--- src/rtl/phy_pkg.sv ---
// Shared lane definitions used by both transmit and receive lanes:
// comma symbol, lane byte width and the SYNC/ACTIVE state encoding.
package phy_pkg;

  localparam int LANE_W = 8;
  localparam logic [LANE_W-1:0] COM_SYMBOL_DEF = 8'hBC;

  typedef enum logic {
    ST_SYNC   = 1'b0,
    ST_ACTIVE = 1'b1
  } lane_state_e;

endpackage

--- src/rtl/phy_lane_serializer_ser_stats.sv ---
// Lane transmit statistics: wrapping 16-bit counts of data and comma slots.
// Only instantiated when SER_STATS_EN is defined.
module ser_stats (
  input  logic        clk_32f,
  input  logic        reset,
  input  logic        inc_data,
  input  logic        inc_com,
  output logic [15:0] data_bytes,
  output logic [15:0] com_bytes
);

  always_ff @(posedge clk_32f or posedge reset) begin
    if (reset) begin
      data_bytes <= '0;
      com_bytes  <= '0;
    end else begin
      if (inc_data) data_bytes <= data_bytes + 16'd1;
      if (inc_com)  com_bytes  <= com_bytes + 16'd1;
    end
  end

endmodule

--- src/rtl/phy_lane_serializer.sv ---
// Per-lane 8:1 MSB-first transmit serializer with comma-based sync preamble.
// Define SER_STATS_EN to add the data_bytes/com_bytes statistics outputs.
//
// state     | meaning
// ST_SYNC   | sending comma bytes until SYNC_COUNT have gone out and enable is high
// ST_ACTIVE | sending the held byte at each slot, comma when nothing is held
module phy_lane_serializer
  import phy_pkg::*;
#(
  parameter logic [LANE_W-1:0] COM_SYMBOL = COM_SYMBOL_DEF,
  parameter int                SYNC_COUNT = 4
) (
  input  logic              clk_32f,
  input  logic              reset,
  input  logic [LANE_W-1:0] data_in,
  input  logic              valid_in,
  input  logic              enable,
  output logic              ready_out,
  output logic              data_out,
  output logic              active_out
`ifdef SER_STATS_EN
  ,
  output logic [15:0]       data_bytes,
  output logic [15:0]       com_bytes
`endif
);

  localparam logic [3:0] SYNC_MAX = 4'(SYNC_COUNT);

  lane_state_e       state, state_n;
  logic [LANE_W-1:0] sh, hold;
  logic [2:0]        bit_cnt;
  logic [3:0]        sync_cnt, sync_n;
  logic              hold_full, hold_full_n;
  logic              boundary, accept, load_hold;

  always_comb begin
    boundary  = (bit_cnt == 3'd7);
    accept    = valid_in && ready_out;
    state_n   = state;
    sync_n    = sync_cnt;
    load_hold = 1'b0;
    if (boundary) begin
      case (state)
        ST_SYNC: begin
          if (sync_cnt < SYNC_MAX) begin
            sync_n = sync_cnt + 4'd1;
          end else if (enable) begin
            state_n   = ST_ACTIVE;
            sync_n    = '0;
            load_hold = hold_full;
          end
        end
        default: begin
          // The byte in hold survives a resync and goes out once ACTIVE again.
          if (!enable) begin
            state_n = ST_SYNC;
            sync_n  = 4'd1;
          end else begin
            load_hold = hold_full;
          end
        end
      endcase
    end
    hold_full_n = (hold_full && !load_hold) || accept;
  end

  always_ff @(posedge clk_32f or posedge reset) begin
    if (reset) begin
      sh         <= '0;
      bit_cnt    <= 3'd7;
      sync_cnt   <= '0;
      hold       <= '0;
      hold_full  <= 1'b0;
      state      <= ST_SYNC;
      ready_out  <= 1'b0;
      active_out <= 1'b0;
    end else begin
      bit_cnt <= bit_cnt + 3'd1;
      if (boundary) sh <= load_hold ? hold : COM_SYMBOL;
      else          sh <= {sh[LANE_W-2:0], 1'b0};
      if (accept) hold <= data_in;
      hold_full  <= hold_full_n;
      state      <= state_n;
      sync_cnt   <= sync_n;
      active_out <= (state_n == ST_ACTIVE);
      ready_out  <= (state_n == ST_ACTIVE) && !hold_full_n;
    end
  end

  assign data_out = sh[LANE_W-1];

`ifdef SER_STATS_EN
  logic stat_com;
  assign stat_com = boundary && !load_hold &&
                    ((state == ST_ACTIVE) || (state_n == ST_ACTIVE));

  ser_stats u_stats (
    .clk_32f    (clk_32f),
    .reset      (reset),
    .inc_data   (load_hold),
    .inc_com    (stat_com),
    .data_bytes (data_bytes),
    .com_bytes  (com_bytes)
  );
`endif

endmodule
--- config.mk ---
export PLATFORM = sky130hd
export DESIGN_NAME = phy_lane_serializer
export DESIGN_NICKNAME = d
export VERILOG_FILES = /design/src/rtl/phy_pkg.sv /design/src/rtl/phy_lane_serializer_ser_stats.sv /design/src/rtl/phy_lane_serializer.sv
export SDC_FILE = /design/constraint.sdc
export NUM_CORES = 1
export LEC_CHECK = 0
export BUFFER_PORTS_ARGS = -buffer_cell sky130_fd_sc_hd__clkbuf_2
export CAP_MARGIN = 20
export CORE_MARGIN = 5
export CORE_UTILIZATION = 49
export DETAILED_ROUTE_END_ITERATION = 7
export HOLD_SLACK_MARGIN = 0.05
export PLACE_DENSITY_LB_ADDON = 0.25
export SYNTH_ARGS = -nofsm -noshare
export SYNTH_HDL_FRONTEND = slang
export SYNTH_HIERARCHICAL = 1
export SYNTH_SLANG_ARGS = --single-unit
--- constraint.sdc ---
create_clock -name clk_32f -period 1.35 [get_ports clk_32f]
set_input_delay 0.2025 -clock clk_32f [delete_from_list [all_inputs] [get_ports clk_32f]]
set_output_delay 0.2025 -clock clk_32f [all_outputs]
set_load 0.01 [all_outputs]
==> out/metrics.csv <==
metric,value,unit
floorplan.die_area,3210,um2
antenna_cells,0,
cp_max_fo,8,
gp_congestion,0.704,
synth_area_leaders,"dfrtp_1, mux2_2, dfstp_2",
cts_tree,done,
reg2reg_slack,-0.04,ns
areaGrowthSynthToFinish,29.3,%
cts_inserted_buffers,3,
antenna_found_initial,0,
violations,setup timing,
nFillCells,147,
clk_pin_slew,0.14,ns
worstPathRequired,1.57,ns
vias,693,
fmax,0.721,GHz
period_share,103,%
cts.sinks,26,
synth_area_leader_cell,dfrtp_1,
whs,0.108,ns
hp-start,data_in[6],
grt_usage,13.0,%
wirelength,1.95,mm
finalNetCount,122,
postRouteAntennaNets,0,
hold_viol_final,0,
grt_max_degree,19,
timing.rr.end,sh[5]$_DFF_PP0_,
dr.pass1.iters,4,
crit_path_max_incr_delay,0.58,ns
worst_setup_path_start_kind,flip-flop,
worst_slack,-0.0376,ns
clk_latency,0.31,ns
dr_wl_met3,82,um
io_pins,15,
crit_arrival,1.61,ns
fp-row-count,16,
dr.first_iter.drc_count,11,
fp.dieW,56.6,um
cts-root-buf,clkbuf_4,
syn_avg_cell_area,13.1,um2
layout-drive-gt1-share,44.3,%
grt_overflow,0,
clockBufferDepth,2,
synthDistinctLibCells,27,
power_density,1550,nW/um2
slew_headroom,72.8,%
top_layer,met4,
drc,0,
hp-class,in2reg,
detail_route.wl_per_cell,14.6,um
cp-end-kind,flip-flop,
ys_ff_latch,26,
holdPathEnd,hold[6]$_DFFE_PP0P_,
worst_pin_slew,0.407,ns
met1_length,805,um
syn-cell-area,1060,um2
place_ws,-0.119,ns
hpwl,1.42,mm
cpMaxStageDelayCell,dfstp_2,
worst-setup-path-type,reg2reg,
crit_buf_inv,0,
cpMostUsedCell,ha_4,
cts_setup_buffers,0,
crit_chain,"ha_4, ha_4, o2111ai_4, o22a_1",
maxSlewViolCount,0,
route.met2.wl,1.05,mm
netlist.area_leader.share,54.1,%
hold_depth,2,
maxCapViolations,0,
viasPerCell,5.21,
core-area,2020,um2
stdcell_count,133,
ir_drop,0.999,mV
p_leak,0.628,nW
seq_area_frac_synth,61.5,%
rsz0062_at_grt,yes,
die_y,56.6,um
grt_pass1_vias,710,
setup_viol,8,
outcome,finished with violations,
syn_inst,81,
io_buffers,14,
grt_pass1_wl,3.25,mm
synthesis.nets,96,
rr_startpoint,bit_cnt[0]$_DFF_PP1_,
min_period,1.39,ns
fin_worst_skew,0.00206,ns
final_util,68.1,%
place_inst,127,
r2r_cells,4,
ctsHtreeMaxLevel,1,
start_util,52.7,%
critPathTopFamily,flip-flops,
ys_warn_count,6,
## area by class of cell
| class | count | area [um2] | share of cell area (%) |
|---|---|---|---|
| multi-input combinational | 44 | 429 | 31.2 |
| timing repair buffer | 23 | 171 | 12.5 |
| inverter | 9 | 33.8 | 2.45 |
| sequential | 26 | 656 | 47.6 |
| clock buffer | 3 | 22.5 | 1.64 |
| tap | 27 | 33.8 | 2.45 |
| clock inverter | 1 | 30.0 | 2.18 |
## cell families (layout without fill, tap and decap cells)
| family | after synthesis | count (layout) | share of synthesized area [%] |
|---|---|---|---|
| adder cells (fa/ha/maj) | 3 | 3 | 3.53 |
| buffers and inverters | 11 | 36 | 4.11 |
| XOR/XNOR | 1 | 1 | 0.823 |
| AND/OR/NAND/NOR | 12 | 12 | 5.76 |
| multiplexers | 8 | 8 | 8.46 |
| flip-flops | 26 | 26 | 61.5 |
| AO/OA/AOI/OAI | 20 | 20 | 15.9 |
## where the power goes
group	internal (mW)	leakage [nW]	switching (mW)
combinational	0.290	0.298	0.201
sequential	0.997	0.302	0.121
clock	0.300	0.0279	0.226
total	1.59	0.628	0.548
## how the worst max path moves through the flow
stage / depth (start not counted) / endpoint / start
global route: 5 / ready_out$_DFF_PP0_ / bit_cnt[0]$_DFF_PP1_
global placement: 5 / sync_cnt[1]$_DFFE_PP0P_ / bit_cnt[0]$_DFF_PP1_
detailed placement: 4 / sh[5]$_DFF_PP0_ / bit_cnt[0]$_DFF_PP1_
floorplan: 5 / sync_cnt[1]$_DFFE_PP0P_ / bit_cnt[0]$_DFF_PP1_
finish: 4 / sh[5]$_DFF_PP0_ / bit_cnt[0]$_DFF_PP1_
CTS: 4 / sh[5]$_DFF_PP0_ / bit_cnt[1]$_DFF_PP1_
## metal layers
layer | up-vias | global-route usage (%)
met5 | - | 0
met4 | 0 | 4.07
met3 | 2 | 2.06
met2 | 15 | 22.1
met1 | 335 | 16.7
li1 | 341 | -
## stage by stage
stage	TNS, ns	cell area [um2]	power (mW)
6_report	-0.212	1380	2.13
5_1_grt	-0.816	1380	2.26
4_1_cts	-0.307	1350	2.12
3_5_place_dp	-0.902	1250	1.59
3_3_place_gp	-0.292	1250	1.56
2_1_floorplan	0	1080	1.42
## cells in the mapped netlist
| library cell | instances |
|---|---|
| a21bo_2 | 1 |
| a21boi_0 | 1 |
| a21oi_1 | 1 |
| a22oi_1 | 1 |
| a2bb2oi_1 | 1 |
| a31oi_1 | 1 |
| buf_2 | 2 |
| dfrtp_1 | 23 |
| dfstp_2 | 3 |
| ha_1 | 3 |
| inv_1 | 9 |
| mux2_2 | 8 |
| nand2_1 | 7 |
| nand2b_1 | 1 |
| nor2_1 | 1 |
| nor4bb_1 | 1 |
| o2111ai_4 | 1 |
| o21ai_0 | 2 |
| o21ai_1 | 1 |
| o221ai_1 | 1 |
| o22a_1 | 5 |
| o22ai_1 | 2 |
| o311ai_1 | 1 |
| o31a_1 | 1 |
| or2_4 | 1 |
| or3_1 | 1 |
| xor2_1 | 1 |
## worst register-to-register path, stage by stage, from the launching register on
cell,delay (ns)
dfstp_2,0.58
ha_4,0.14
ha_4,0.18
o2111ai_4,0.17
o22a_1,0.22
## timing repair
action	in CTS	in global routing
hold endpoints to repair	6	0
resized for setup	6	5
setup endpoints to repair	12	13
hold buffers	2	0
pin swaps	10	4
## state kept, by name (all words and copies together), names as in the netlist
signal,flops
hold,8
sh,8
sync_cnt,4
bit_cnt,3
hold_full,1
ready_out,1
state,1
## cell usage in the layout, fill, tap and decap left out, types with 2 or more instances in the layout
cell type / instances
buf_12: 2
buf_4: 4
clkbuf_2: 14
clkbuf_4: 3
dfrtp_1: 22
dfstp_2: 3
dlygate4sd3_1: 2
ha_4: 2
inv_1: 9
mux2_2: 8
nand2_1: 6
o21ai_1: 2
o22a_1: 5
o22ai_1: 2
(Power assumes the default switching activity.)
